File: config.mk
export PLATFORM = sky130hd
export DESIGN_NAME = corr_dump_arm
export DESIGN_NICKNAME = d
export VERILOG_FILES = /design/src/rtl/corr_dump_pkg.sv /design/src/rtl/corr_sum_acc.sv /design/src/rtl/corr_dump_arm.sv
export SDC_FILE = /design/constraint.sdc
export NUM_CORES = 1
export LEC_CHECK = 0
export ABC_AREA = 1
export CORE_MARGIN = 10
export CORE_UTILIZATION = 40
export DETAILED_ROUTE_END_ITERATION = 12
export SLEW_MARGIN = 40
export SYNTH_ARGS = -nofsm -noshare
export SYNTH_HDL_FRONTEND = slang
export SYNTH_SLANG_ARGS = --single-unit
File: constraint.sdc
create_clock -name dclk -period 2.5 [get_ports dclk]
set_input_delay 0.375 -clock dclk [delete_from_list [all_inputs] [get_ports dclk]]
set_output_delay 0.375 -clock dclk [all_outputs]
set_load 0.01 [all_outputs]
File: src/rtl/corr_dump_pkg.sv
// corr_dump_pkg: shared types and width helpers for the
// correlator arm-and-dump controller.
package corr_dump_pkg;

  typedef enum logic [1:0] {
    ST_IDLE  = 2'd0,
    ST_ARMED = 2'd1,
    ST_ACCUM = 2'd2,
    ST_READY = 2'd3
  } state_e;

  localparam int SUM_EXT = 8;

  function automatic int sum_w(input int acc_w);
    return acc_w + SUM_EXT;
  endfunction

endpackage

File: src/rtl/corr_sum_acc.sv
// corr_sum_acc: signed running sum of sign-extended
// accumulator dumps, with synchronous clear and enable.
module corr_sum_acc #(
  parameter int ACC_W = 24,
  parameter int SUM_W = 32
) (
  input  logic                    dclk,
  input  logic                    reset_n,
  input  logic                    i_clr,
  input  logic                    i_en,
  input  logic signed [ACC_W-1:0] i_acc,
  output logic signed [SUM_W-1:0] o_sum
);

  logic signed [SUM_W-1:0] r_sum;
  logic signed [SUM_W-1:0] w_ext;

  assign w_ext = {{(SUM_W-ACC_W){i_acc[ACC_W-1]}}, i_acc};
  assign o_sum = r_sum;

  always_ff @(posedge dclk or negedge reset_n) begin
    if (!reset_n) begin
      r_sum <= '0;
    end else if (i_clr) begin
      r_sum <= '0;
    end else if (i_en) begin
      r_sum <= r_sum + w_ext;
    end
  end

endmodule

File: src/rtl/corr_dump_arm.sv
// corr_dump_arm: arms on the synchronised flag, aligns to an
// epoch, sums n_epoch I/Q dumps and hands them to the host.
module corr_dump_arm
  import corr_dump_pkg::*;
#(
  parameter  int ACC_W = 24,
  localparam int SUM_W = sum_w(ACC_W)
) (
  input  logic                    dclk,
  input  logic                    reset_n,
  input  logic                    flag,
  output logic                    rst_pulse,
  input  logic                    abort,
  input  logic [7:0]              n_epoch,
  input  logic                    epoch,
  input  logic signed [ACC_W-1:0] acc_i,
  input  logic signed [ACC_W-1:0] acc_q,
  output logic signed [SUM_W-1:0] sum_i,
  output logic signed [SUM_W-1:0] sum_q,
  output logic                    ready,
  input  logic                    ack,
  output logic                    busy,
  output logic                    overrun,
  output logic [8:0]              epoch_cnt
);

  state_e     r_state;
  logic [8:0] r_cnt;
  logic [8:0] r_nlat;
  logic       r_rst_pulse;
  logic       r_ready;
  logic       r_busy;
  logic       r_ovr;

  logic       w_arm;
  logic       w_acc;
  logic [8:0] w_cnt_nxt;
  logic [8:0] w_nlat;

  logic signed [SUM_W-1:0] w_sum_i;
  logic signed [SUM_W-1:0] w_sum_q;

  assign w_arm     = (r_state == ST_IDLE) & flag & ~abort;
  assign w_acc     = (r_state == ST_ACCUM) & epoch & ~abort;
  assign w_cnt_nxt = r_cnt + 9'd1;
  assign w_nlat    = (n_epoch == 8'd0) ? 9'd256
                                       : {1'b0, n_epoch};

  always_ff @(posedge dclk or negedge reset_n) begin
    if (!reset_n) begin
      r_state     <= ST_IDLE;
      r_cnt       <= '0;
      r_nlat      <= '0;
      r_rst_pulse <= 1'b0;
      r_ready     <= 1'b0;
      r_busy      <= 1'b0;
      r_ovr       <= 1'b0;
    end else begin
      r_rst_pulse <= 1'b0;
      if (abort) begin
        r_state <= ST_IDLE;
        r_ready <= 1'b0;
        r_busy  <= 1'b0;
      end else begin
        unique case (r_state)
          ST_IDLE: begin
            if (flag) begin
              r_state     <= ST_ARMED;
              r_rst_pulse <= 1'b1;
              r_cnt       <= '0;
              r_ovr       <= 1'b0;
              r_nlat      <= w_nlat;
              r_busy      <= 1'b1;
            end
          end
          // first epoch after arm closes a partial interval
          ST_ARMED: begin
            if (epoch) r_state <= ST_ACCUM;
          end
          ST_ACCUM: begin
            if (epoch) begin
              r_cnt <= w_cnt_nxt;
              if (w_cnt_nxt == r_nlat) begin
                r_state <= ST_READY;
                r_ready <= 1'b1;
                r_busy  <= 1'b0;
              end
            end
          end
          ST_READY: begin
            if (epoch) r_ovr <= 1'b1;
            if (ack) begin
              r_state <= ST_IDLE;
              r_ready <= 1'b0;
            end
          end
          default: r_state <= ST_IDLE;
        endcase
      end
    end
  end

  corr_sum_acc #(
    .ACC_W (ACC_W),
    .SUM_W (SUM_W)
  ) u_acc_i (
    .dclk    (dclk),
    .reset_n (reset_n),
    .i_clr   (w_arm),
    .i_en    (w_acc),
    .i_acc   (acc_i),
    .o_sum   (w_sum_i)
  );

  corr_sum_acc #(
    .ACC_W (ACC_W),
    .SUM_W (SUM_W)
  ) u_acc_q (
    .dclk    (dclk),
    .reset_n (reset_n),
    .i_clr   (w_arm),
    .i_en    (w_acc),
    .i_acc   (acc_q),
    .o_sum   (w_sum_q)
  );

  assign sum_i     = w_sum_i;
  assign sum_q     = w_sum_q;
  assign rst_pulse = r_rst_pulse;
  assign ready     = r_ready;
  assign busy      = r_busy;
  assign overrun   = r_ovr;
  assign epoch_cnt = r_cnt;

endmodule

==> results of run 1 <==
[Yosys cell counts (4+ instances only)]
master | instances | share of area (%)
sky130_fd_sc_hd__nand2_1 | 447 | 21
sky130_fd_sc_hd__a22o_1 | 4 | 0.44
sky130_fd_sc_hd__buf_2 | 7 | 0.44
sky130_fd_sc_hd__clkbuf_1 | 5 | 0.24
sky130_fd_sc_hd__o21ai_1 | 5 | 0.32
sky130_fd_sc_hd__inv_1 | 148 | 7.1
sky130_fd_sc_hd__ha_1 | 67 | 11
sky130_fd_sc_hd__nand3_1 | 78 | 5.0
sky130_fd_sc_hd__nor2_1 | 109 | 5.2
sky130_fd_sc_hd__a21oi_1 | 90 | 5.7
sky130_fd_sc_hd__nand4_1 | 11 | 0.87
sky130_fd_sc_hd__a32o_1 | 4 | 0.51
sky130_fd_sc_hd__o21ai_0 | 99 | 6.3
sky130_fd_sc_hd__nor3_1 | 23 | 1.5
sky130_fd_sc_hd__nand3b_1 | 18 | 1.7
sky130_fd_sc_hd__dfrtp_1 | 88 | 28
[cells by family (layout without fill, tap and decap cells)]
kind of cell	after synthesis	count (layout)	share of synthesized area (%)
simple gates	703	703	37.23
compound gates	219	219	14.97
buf+inv	164	353	8.120
flops	88	88	27.97
fa+ha+maj	69	69	11.16
xor+xnor	5	5	0.5563
[metrics by stage]
step | setup TNS [ns] | instances | hold WS [ns]
after global routing | 0 | 1702 | 0.04728
after floorplan | 0 | 1248 | 0.07941
after detailed placement | -0.02716 | 1686 | 0.4118
final | 0 | 1702 | 0.003802
after CTS | 0 | 1702 | 0.02492
after global placement | -0.04294 | 1686 | 0.4165
[power by group through the flow]
stage,clock network (mW),registers [mW],logic [mW]
finish,1.50,2.62,7.54
global route,1.60,2.72,8.45
CTS,1.53,2.63,7.52
detailed placement,0,2.65,7.48
global placement,0,2.64,7.49
floorplan,0,2.73,4.18
[worst paths after layout]
path                                               from                             to  cells past startpoint
max                                           acc_q[23]  u_acc_q.o_sum[31]$_DFFE_PN0P_                     11
min                                             reset_n   u_acc_q.o_sum[8]$_DFFE_PN0P_                      1
max reg2reg                u_acc_i.o_sum[0]$_DFFE_PN0P_  u_acc_i.o_sum[30]$_DFFE_PN0P_                     12
min reg2reg                            busy$_DFFE_PN0P_               busy$_DFFE_PN0P_                      2
max in group asynchronous                       reset_n       epoch_cnt[4]$_DFFE_PN0P_                      2
min in group dclk                      busy$_DFFE_PN0P_               busy$_DFFE_PN0P_                      2
[state kept, by name, summed over array words and instances (netlist names)]
name,count
ready,1
busy,1
u_acc_q.o_sum,32
epoch_cnt,9
r_nlat,9
r_state,2
u_acc_i.o_sum,32
rst_pulse,1
overrun,1
[area by class of cell]
type	instances	area, um^2
Clock buffer	10	239.0
Clock inverter	6	72.57
Fill cell	2064	9166
Inverter	150	563.0
Multi-Input combinational cell	996	5040
Sequential cell	88	2202
Tap cell	265	331.6
Timing Repair Buffer	187	1784
[per-layer routing]
layer	vias to the layer above	routed length, um	global-route usage, %	share of wire [%]
li1	4454	-	-	-
met2	219	12030	32.77	44
met3	25	1580	4.090	5.8
met1	3941	13380	29.21	49
met5	-	0	0	0
met4	0	365	4.716	1.3
==> run summary, run 1 <==
The tools report the post-cts hold buffer count as 0. For the number of buffers added by the clock tree synthesis step, the log shows 9. The post-synthesis register bit count was 88; the via count of the first global-routing pass was 8,325. Measured against its own limit, the worst slew margin works out to 61.25%. The critical path in this run is classified as input pin to flip-flop. For the final critical-path setup slack, the log shows 0.2788 ns. The repair_antennas step left the layout with diodes totalling 0. In the layout the commonest cells are sky130_fd_sc_hd__nand2_1 (447), sky130_fd_sc_hd__inv_1 (148), sky130_fd_sc_hd__clkdlybuf4s50_1 (137). The die is 160.3 um tall. After detailed routing, the number of vias per cell comes to 5.076. Power density over the cells: 1139 nW/um^2.

The tools report the worst setup timing slack at the placement stage as -0.02563 ns. The critical path contains buffers and inverters numbering 2 combined. The area added between synthesis and finish is 29.95%, and the final estimated routing congestion in global placement is 0.9422. For the leakage power summed over all cells, the log shows 5.234 nW. Of all nets on the critical path, the largest fanout is 9.

The post-route core utilization is 52.75%, and the largest net degree at the start of global routing is 45. Setup violations remaining at the end of the flow were counted as 0. The most used flip-flop cell after synthesis is sky130_fd_sc_hd__dfrtp_1. TritonCTS built the clock tree.

During placement, the flow inserted port buffers numbering 138. The synthesized netlist occupies a cell area of 7874 um^2. The logs give 450.2 MHz for the highest clock frequency the design can meet and 27.97% for the part of the Yosys area used for sequential elements. The combinational share of power was 64.7%; the switching share of power was 48.73%. The instance area at placement is 9921 um^2. The total DRC errors in the routed layout came out at 0.

The net count of the finished layout is 1,563. For this design the total switching power over the nets is 5.680 mW. Clock tree synthesis selected as its root buffer the cell sky130_fd_sc_hd__clkbuf_16.

The max-slew violation count came out at 0. For this run, the detailed router's first-pass iteration total came to 6. The die is 160.3 um wide. Setup repair after global routing left no endpoint under its margin. The proportion of synthesized flip-flops having asynchronous set or reset came out at 100.0%. The largest delay contributor family on the critical path was compound AO/OA/AOI/OAI gates.

Walking the worst path, the cells encountered are clkdlybuf4s50_1, buf_4, ha_1, a21oi_1, nor2_1, o21ai_0, nand2_1, a21oi_1, nand3b_1, nand3_1, nand2_1. Summing over every cut layer, the via total after detailed routing is 8,639. The logs give 0 for the number of endpoints with negative hold slack in the final report and 22.5% for the sequential share of power.

Summed over all nets, the half-perimeter wirelength after detailed placement is 22,050 um. The die covers 25,700 um^2. Number of enable-type register cells in the synthesized netlist: 0.

Counting distinct cell types in the post-synthesis netlist gives 37. The area of the core region is 19,400 um^2. Once the floorplan was initialized, standard cells occupied 40.59% of the core. The logs give 5.975 mW for the internal power and 0 for the initial antenna violation count. Summed over all layers, the routed wires come to 27,360 um. Dividing the synthesized area by the synthesized cell count gives 6.309 um^2. For this design, the slowest cell found on the critical path is sky130_fd_sc_hd__clkdlybuf4s50_1. The tools report the level count of the clock H-tree as 3.

The worst setup path is captured at a flip-flop. The clock net in this run drives a total of 88 sinks. The kind of path behind the tightest hold check was input pin to asynchronous set/reset pin. Once the clock tree was built, the setup fixing pass inserted 0 buffers. The maximum vdd drop came out at 0.4952 mV. Share of layout cells above drive strength 1: 5.776%. The startpoint kind of the worst setup timing path is an input pin. The finished cells cover 10,230 um^2. Global routing used 20.97% of the available tracks. In this run the remaining antenna-violating nets after routing total 0. The transition time of the tightest slew-check pin was 0.5812 ns; the synthesized netlist net count was 1,379.

The final critical path takes up 88.85% of the cycle. The clock network burns 12.9% of the power. After detailed routing, the average wire length per cell comes to 16.08 um.

The tools report the number of violations of the max-capacitance limit as 0. The flow ran to the end, and the final reports show no timing, DRC or antenna violations. The tools report the global-route wire length before repair as 44,330 um. For the sum of internal, switching and leakage power, the log shows 11.66 mW.

The floorplan has 51 rows. For this run the aggregate overflow at the end of global routing stands at 0. The tools report the gate count of the mapped netlist as 1,248. Data on the critical path is required at its endpoint by 2.75 ns. The maximum clock skew at final layout is 0.01147 ns, and the data arrival time of the critical path is 2.47 ns. For the register-to-register setup slack, the log shows 0.36 ns. The worst-case clock buffer depth was 2; the time the final worst path needs with I/O delays and setup was 2.221 ns.

After the first detailed-routing iteration, the DRC count stood at 570. In this design, the stage delay of the slowest critical-path cell is 0.40 ns. Clock latency on the worst-skew pair, taken at its later pin, is 0.36 ns. Yosys printed 0 warnings. The number of gates resized after CTS was 0. The post-CTS clock slew at the launch and capture registers of the worst setup and hold paths was 0.08 ns. The most common library cell in the layout ignoring fill and taps was sky130_fd_sc_hd__nand2_1. In this run the count of I/O pins placed on the die edge is 139.
Note: power is estimated with default switching activity, not from simulation.
==> inputs of run 2 (changes only) <==
--- a/config.mk
+++ b/config.mk
@@ -6,9 +6,11 @@
 export NUM_CORES = 1
 export LEC_CHECK = 0
 export ABC_AREA = 1
-export CORE_MARGIN = 10
+export CORE_ASPECT_RATIO = 0.9
+export CORE_MARGIN = 4
 export CORE_UTILIZATION = 40
 export DETAILED_ROUTE_END_ITERATION = 12
+export SKIP_LAST_GASP = 1
 export SLEW_MARGIN = 40
 export SYNTH_ARGS = -nofsm -noshare
 export SYNTH_HDL_FRONTEND = slang
==> run 2 against run 1 <==
Count of clock-buffer cells in the layout is the same. Routed wire length decreased by 7.1%. First-iteration DRC count shrank 4.2%. Core utilization up 0.32 points. Via count decreased by 0.25%. Total power down 0.91%. Die area down 14%. Critical path type unchanged. Critical endpoint is now u_acc_i.o_sum[25]$_DFFE_PN0P_. Largest power group unchanged.
==> run summary, run 2 (synthesis results as in run 1) <==
The number of cells on the worst reg-to-reg path came out at 12 (unchanged). The library cell used most frequently in the layout, excluding fill and tap cells, is sky130_fd_sc_hd__nand2_1. Setup repair after global routing left no endpoint under its margin. The run gives 139 (unchanged) as the I/O pin total. For the area of the core region, the log shows 19,280 um^2 (-0.62%).

The number of setup buffers added after CTS was 0 (unchanged); the half-perimeter wire length of the detailed placement result was 20,630 um (-6.5%). The worst register-to-register path ends at u_acc_i.o_sum[30]$_DFFE_PN0P_. Final critical-path setup slack: 0.2001 ns (-0.07868 ns). The flow ran to the end, and the final reports show no timing, DRC or antenna violations. Worst-case clock buffer depth: 2 (unchanged). The number of buffers added by the clock tree synthesis step is 9 (unchanged), and the highest clock frequency the design can meet is 434.8 MHz (-3.4%). For the setup-violating endpoint count in the final report, the log shows 0 (unchanged). STA classifies the critical path startpoint as an input pin. The instance area at placement came out at 9920 um^2 (about the same). The data arrival time of the critical path was 2.55 ns (+0.08 ns). The width of the chip works out to 155.9 um (-2.8%).

The transition time of the tightest slew-check pin is 0.6073 ns (+0.02607 ns). The launch point of the critical path is acc_i[23]. The detailed-routing iteration count for the pre-antenna-repair pass was 5 (-1).

The post-detailed-route via-to-cell ratio was 5.099 (+0.45%); the total wirelength of the detailed-routed design was 25,420 um (-7.1%). The y dimension of the die was 141.1 um (-12%); the total area of multi-input combinational cells was 5040 um^2 (unchanged). For the final layout net count, the log shows 1,567 (+0.26%). The critical path ends at u_acc_i.o_sum[25]$_DFFE_PN0P_. The count of buffer and inverter cells on the critical path was 2 (unchanged). The tools report the number of clock sinks seen by CTS as 88 (unchanged). Number of violations of the max-capacitance limit: 0 (unchanged). The global-route wire length before repair was 41,030 um (-7.4%). The period utilization came out at 92.00% (+3.1 points). The run gives 10,230 um^2 (about the same) as the final instance area. Largest delay contributor family on the critical path: simple AND/OR/NAND/NOR gates. In the layout the commonest cells are sky130_fd_sc_hd__nand2_1 (447), sky130_fd_sc_hd__inv_1 (148), sky130_fd_sc_hd__clkdlybuf4s50_1 (137).

Register area: 2202 um^2 (unchanged). The run gives 0 (unchanged) as the total inserted antenna cells. The run gives 1,690 (-0.71%) as the count of non-filler cells in the finished layout. The post-CTS clock slew at the launch and capture registers of the worst setup and hold paths was 0.07 ns (about the same). Time the final worst path needs with I/O delays and setup: 2.300 ns (+0.07868 ns).

The leakage power summed over all cells was 5.246 nW (+0.23%); the routed length per placed instance was 15.04 um (-6.4%). The run gives 1,675 (-0.65%) as the number of cells after detailed placement. The relative slew slack is 59.52% (-1.7 points). The clock tree root buffer cell is sky130_fd_sc_hd__clkbuf_16. The area added between synthesis and finish is 29.92% (about the same), and the share of layout cells above drive strength 1 is 5.903% (+0.13 points). Kind of path behind the tightest hold check: input pin to asynchronous set/reset pin. The tools report the post-route core utilization as 53.06% (+0.32 points).

Largest net degree at the start of global routing: 46 (+2.2%). TritonCTS built the clock tree. The effective utilization at floorplan is 40.84% (+0.25 points). The run gives 11.55 mW (-0.91%) as the sum of internal, switching and leakage power. The critical path is of the input pin to flip-flop type.

The tools report the global routing usage summed across all routing layers as 23.17% (+2.2 points). Maximum clock skew at final layout: 0.007941 ns (-0.003526 ns). The run gives 0.4994 mV (+0.86%) as the maximum vdd drop.

The overall via count from detail_route was 8,617 (-0.25%). The clock latency of the later-clocked register in the worst-skew pair was 0.35 ns (about the same); the row count was 48 (-5.9%). Initial antenna violation count: 0 (unchanged). Walking the worst path, the cells encountered are clkdlybuf4s50_1, buf_4, ha_1, nand2_1, nor2_1, nand2_1, nor4_1, nand2_1, nand2_1, nand2_1, nand3_1, nand2_1.

The total of cells resized after clock tree synthesis was 0 (unchanged); the via count of the first global-routing pass was 7,945 (-4.6%). The number of buffer cells added on primary ports is 138 (unchanged). The logic depth of the worst path, buffers included is 12 (+1), and the register-to-register setup slack is 0.35 ns (about the same). The max-slew violation count is 0 (unchanged). For the number of DRC markers after the initial detailed-route iteration, the log shows 546 (-4.2%). The data required time at the worst endpoint is 2.75 ns (about the same).

The run gives 0 (unchanged) as the total DRC errors in the routed layout. The dominant cell type by count on the critical path was sky130_fd_sc_hd__nand2_1. The worst-path maximum fanout is 5 (-4). Endpoint type of the worst setup path: a flip-flop.

The tools report the post-cts hold buffer count as 0 (unchanged). The run gives 1,960 (-5.0%) as the filler cell count. The area of the die was 22,000 um^2 (-14%). The residual antenna-violating net count after detailed routing came out at 0 (unchanged). The total congestion overflow after global routing was 0 (unchanged); the final estimated routing congestion in global placement was 0.9298 (-1.3%). The level count of the clock H-tree is 3 (unchanged). The power density over the cells came out at 1129 nW/um^2 (-0.88%). For this design, the slowest cell found on the critical path is sky130_fd_sc_hd__clkdlybuf4s50_1. Highest cell delay on the worst timing path: 0.45 ns (+0.05 ns).

The run gives 0 (unchanged) as the number of endpoints with negative hold slack in the final report. Worst setup timing slack at the placement stage: -0.09445 ns (-0.06882 ns). The startpoint identified for the worst register-to-register timing path is u_acc_i.o_sum[0]$_DFFE_PN0P_.
[run 2: cell types whose count changed in the layout (fill, tap and decap cells not counted), sizes merged]
cell    previous run  this run
inv              153       151
buf               50        54
bufinv             1         2
[run 2: worst reg2reg max path: stages, from the launching register on]
cell and delay (ns):
sky130_fd_sc_hd__dfrtp_1 0.40, sky130_fd_sc_hd__ha_1 0.21, sky130_fd_sc_hd__fa_1 0.40, sky130_fd_sc_hd__nand3_1 0.10, sky130_fd_sc_hd__nand2_1 0.14, sky130_fd_sc_hd__nand3_1 0.12, sky130_fd_sc_hd__nand2_1 0.11, sky130_fd_sc_hd__nand2_1 0.08
sky130_fd_sc_hd__nand2_1 0.12, sky130_fd_sc_hd__nand2_1 0.14, sky130_fd_sc_hd__nand3_1 0.09, sky130_fd_sc_hd__nand3_1 0.09, sky130_fd_sc_hd__nand2_1 0.05
[run 2: metal layers]
metal	up-vias	track usage, %	share of wire, %
met5	-	0	0
met2	232	34.66	42
li1	4450	-	-
met1	3910	34.81	50
met3	25	3.867	6.3
met4	0	5.389	1.5
[run 2: how the worst min path moves through the flow]
| stage | start | endpoint | slack [ns] | depth (start not counted) |
|---|---|---|---|---|
| final | reset_n | u_acc_q.o_sum[24]$_DFFE_PN0P_ | 0.03 | 1 |
| after global routing | reset_n | u_acc_q.o_sum[24]$_DFFE_PN0P_ | 0.07 | 1 |
| after CTS | reset_n | u_acc_q.o_sum[24]$_DFFE_PN0P_ | 0.05 | 1 |
| after detailed placement | reset_n | u_acc_q.o_sum[24]$_DFFE_PN0P_ | 0.42 | 1 |
| after global placement | reset_n | u_acc_q.o_sum[24]$_DFFE_PN0P_ | 0.43 | 1 |
| after floorplan | reset_n | busy$_DFFE_PN0P_ | 0.08 | 0 |
[run 2: cell type report]
type                            instances  area share (%)
Tap cell                              250           3.058
Sequential cell                        88           21.53
Multi-Input combinational cell        996           49.27
Clock buffer                           10           2.238
Clock inverter                          5          0.7950
Timing Repair Buffer                  191           17.61
Inverter                              150           5.504
[run 2: where the power goes]
part,leakage [nW],internal [mW],switching [mW]
logic,3.91,3.14,4.30
registers,1.19,2.03,0.583
clock network,0.149,0.874,0.625
total,5.25,6.05,5.50
[run 2: per-stage QoR]
| stage | hold slack (ns) | setup TNS, ns |
|---|---|---|
| 2_1_floorplan | 0.07941 | 0 |
| 3_3_place_gp | 0.4297 | -0.1631 |
| 3_5_place_dp | 0.4211 | -0.1709 |
| 4_1_cts | 0.04694 | 0 |
| 5_1_grt | 0.07163 | 0 |
| 6_report | 0.02988 | 0 |
==> inputs of run 3 (changes only) <==
--- a/config.mk
+++ b/config.mk
@@ -7,7 +7,6 @@
 export LEC_CHECK = 0
 export ABC_AREA = 1
 export CORE_ASPECT_RATIO = 0.9
-export CORE_MARGIN = 4
 export CORE_UTILIZATION = 40
 export DETAILED_ROUTE_END_ITERATION = 12
 export SKIP_LAST_GASP = 1
==> run 3 against run 2 <==
Sequential share of layout area decreased by 0.14 points. Core utilization increased by 0.52 points. Largest cell class unchanged. Combinational power about the same. Routed wire length decreased by 0.65%.
==> run summary, run 3 (synthesis results as in run 1) <==
The run finished with clean final reports. For the total DRC errors in the routed layout, the log shows 0 (unchanged). The I/O pin total came out at 139 (unchanged).

Among the stages of the critical path, the cell type that occurs most often is sky130_fd_sc_hd__nand2_1. The tools report the overall via count from detail_route as 8,646 (+0.34%). The register-to-register setup slack is 0.39 ns (+0.04 ns), and the transition time of the tightest slew-check pin is 0.5830 ns (-0.02431 ns).

The total inserted antenna cells was 0 (unchanged); the post-cts hold buffer count was 0 (unchanged). The half-perimeter wire length of the detailed placement result was 20,580 um (-0.25%). The sum of internal, switching and leakage power is 11.67 mW (+1.0%), and the routed length per placed instance is 14.89 um (-1.0%). The highest cell delay on the worst timing path came out at 0.41 ns (-0.04 ns). Number of violations of the max-capacitance limit: 0 (unchanged).

The setup-violating endpoint count in the final report came out at 0 (unchanged). The via count of the first global-routing pass is 8,109 (+2.1%), and the time the final worst path needs with I/O delays and setup is 2.202 ns (-0.09755 ns). The post-CTS clock slew at the launch and capture registers of the worst setup and hold paths was 0.07 ns (about the same). The logs give 1,973 (+0.66%) for the filler cell count and 5040 um^2 (unchanged) for the total area of multi-input combinational cells. The residual antenna-violating net count after detailed routing came out at 0 (unchanged).

Setup repair after global routing left no endpoint under its margin. The tools report the row count as 48 (unchanged). The tools report the global routing usage summed across all routing layers as 25.94% (+2.8 points). The tools report the area of the core region as 19,220 um^2 (-0.31%).

For the area of the die, the log shows 20,250 um^2 (-7.9%). The tools report the worst-case clock buffer depth as 2 (unchanged). Launch instance of the worst register-to-register path: u_acc_i.o_sum[21]$_DFFE_PN0P_.

The logs give 2.74 ns (about the same) for the data required time at the worst endpoint and 0.008749 ns (+0.0008081 ns) for the maximum clock skew at final layout. For the count of non-filler cells in the finished layout, the log shows 1,696 (+0.36%). The level count of the clock H-tree is 3 (unchanged). The register area is 2202 um^2 (unchanged), and the global-route wire length before repair is 41,100 um (+0.19%). The total negative slack is 0 ns (unchanged). The run gives 2.45 ns (-0.10 ns) as the data arrival time of the critical path. The library cell used most frequently in the layout, excluding fill and tap cells, is sky130_fd_sc_hd__nand2_1. Power density over the cells: 1133 nW/um^2 (+0.34%). The max-slew violation count was 0 (unchanged).

The largest net degree at the start of global routing came out at 42 (-8.7%). The y dimension of the die is 135.1 um (-4.3%), and the worst-path maximum fanout is 7 (+2). The post-detailed-route via-to-cell ratio is 5.098 (about the same). The instance area at placement is 9960 um^2 (+0.40%).

The number of buffers added by the clock tree synthesis step was 9 (unchanged); the number of endpoints with negative hold slack in the final report was 0 (unchanged). For the number of cells after detailed placement, the log shows 1,680 (+0.30%). The kind of path behind the tightest hold check was input pin to asynchronous set/reset pin. STA classifies the critical path endpoint as a flip-flop.

The tools report the leakage power summed over all cells as 5.286 nW (+0.77%). The period utilization is 88.09% (-3.9 points), and the maximum vdd drop is 0.4735 mV (-5.2%). The logs give 88 (unchanged) for the number of clock sinks seen by CTS and 0 (unchanged) for the total of cells resized after clock tree synthesis. In the layout the commonest cells are sky130_fd_sc_hd__nand2_1 (447), sky130_fd_sc_hd__inv_1 (148), sky130_fd_sc_hd__clkdlybuf4s50_1 (137). The final layout net count came out at 1,572 (+0.32%).

Post-route core utilization: 53.59% (+0.52 points). The clock latency of the later-clocked register in the worst-skew pair is 0.36 ns (about the same). The highest clock frequency the design can meet was 454.1 MHz (+4.4%). The critical path starts at acc_i[23]. In this run the critical register-to-register path is captured at u_acc_i.o_sum[27]$_DFFE_PN0P_. Category of the most critical setup path: input pin to flip-flop. The relative slew slack was 61.14% (+1.6 points); the area added between synthesis and finish was 30.80%. The logs give 0.9364 (+0.71%) for the final estimated routing congestion in global placement and 5 (unchanged) for the detailed-routing iteration count for the pre-antenna-repair pass. The tools report the total congestion overflow after global routing as 0 (unchanged).

The share of layout cells above drive strength 1 is 6.362% (+0.46 points), and the effective utilization at floorplan is 40.97% (+0.13 points). Master of the slowest instance on the critical path: sky130_fd_sc_hd__clkdlybuf4s50_1. Width of the chip: 149.9 um (-3.8%). TritonCTS built the clock tree. Clock tree root buffer cell: sky130_fd_sc_hd__clkbuf_16. The number of cells on the worst reg-to-reg path came out at 11 (-1). The critical path goes through clkdlybuf4s50_1, buf_4, ha_1, nand2_1, nor2_1, nand2_1, nor3_1, nand2_1, nand2_1, nand2_1, nand3_1, nand2_1. The number of DRC markers after the initial detailed-route iteration is 573 (+4.9%), and the number of setup buffers added after CTS is 0 (unchanged). The initial antenna violation count is 0 (unchanged).

Number of buffer cells added on primary ports: 138 (unchanged). The worst setup path is launched from an input pin. The tools report the final instance area as 10,300 um^2 (+0.67%).

For the total wirelength of the detailed-routed design, the log shows 25,260 um (-0.65%).
==> run 3: changes by cell type in the layout (fill, tap and decap cells not counted), sizes merged <==
cell and delta:
clkinvlp -1, buf +5, clkinv +1, clkbuf +1
==> run 3: worst max-delay path by stage <==
stage               slack (ns)                       endpoint
floorplan                 0.58  u_acc_i.o_sum[30]$_DFFE_PN0P_
global placement         -0.03   u_acc_q.o_sum[6]$_DFFE_PN0P_
detailed placement       -0.02  u_acc_q.o_sum[13]$_DFFE_PN0P_
CTS                       0.36  u_acc_q.o_sum[30]$_DFFE_PN0P_
global route              0.17  u_acc_q.o_sum[30]$_DFFE_PN0P_
finish                    0.30  u_acc_i.o_sum[29]$_DFFE_PN0P_
==> run 3: final cells by class <==
cell class,count,area share (%)
Multi-Input combinational cell,996,48.94
Sequential cell,88,21.38
Timing Repair Buffer,196,17.88
Inverter,150,5.467
Tap cell,250,3.037
Clock buffer,11,2.454
Clock inverter,5,0.8383
==> run 3: where the power goes <==
part | internal (mW) | switching [mW]
sequential | 2.03 | 0.574
clock | 0.940 | 0.651
combinational | 3.17 | 4.30
total | 6.14 | 5.53
==> run 3: critical path, delay by kind of cell <==
kind          cells  cell delay (ns)
simple gates      9             1.15
fa+ha+maj         1             0.35
buf+inv           2             0.58
==> run 3: per-layer routing <==
metal | up-vias | share of wire (%) | global-route usage (%)
met5 | - | 0 | 0
met4 | 0 | 1.3 | 6.061
met3 | 26 | 6.9 | 4.392
met2 | 263 | 42 | 39.33
met1 | 3896 | 50 | 38.06
li1 | 4461 | - | -
==> run 3: metrics by stage <==
step	worst slack, ns	hold WS, ns
5_1_grt	0.1666	0.06092
6_report	0.2976	0.008744
3_3_place_gp	-0.03425	0.4061
3_5_place_dp	-0.02271	0.4122
4_1_cts	0.3587	0.02613
2_1_floorplan	0.5823	0.07941
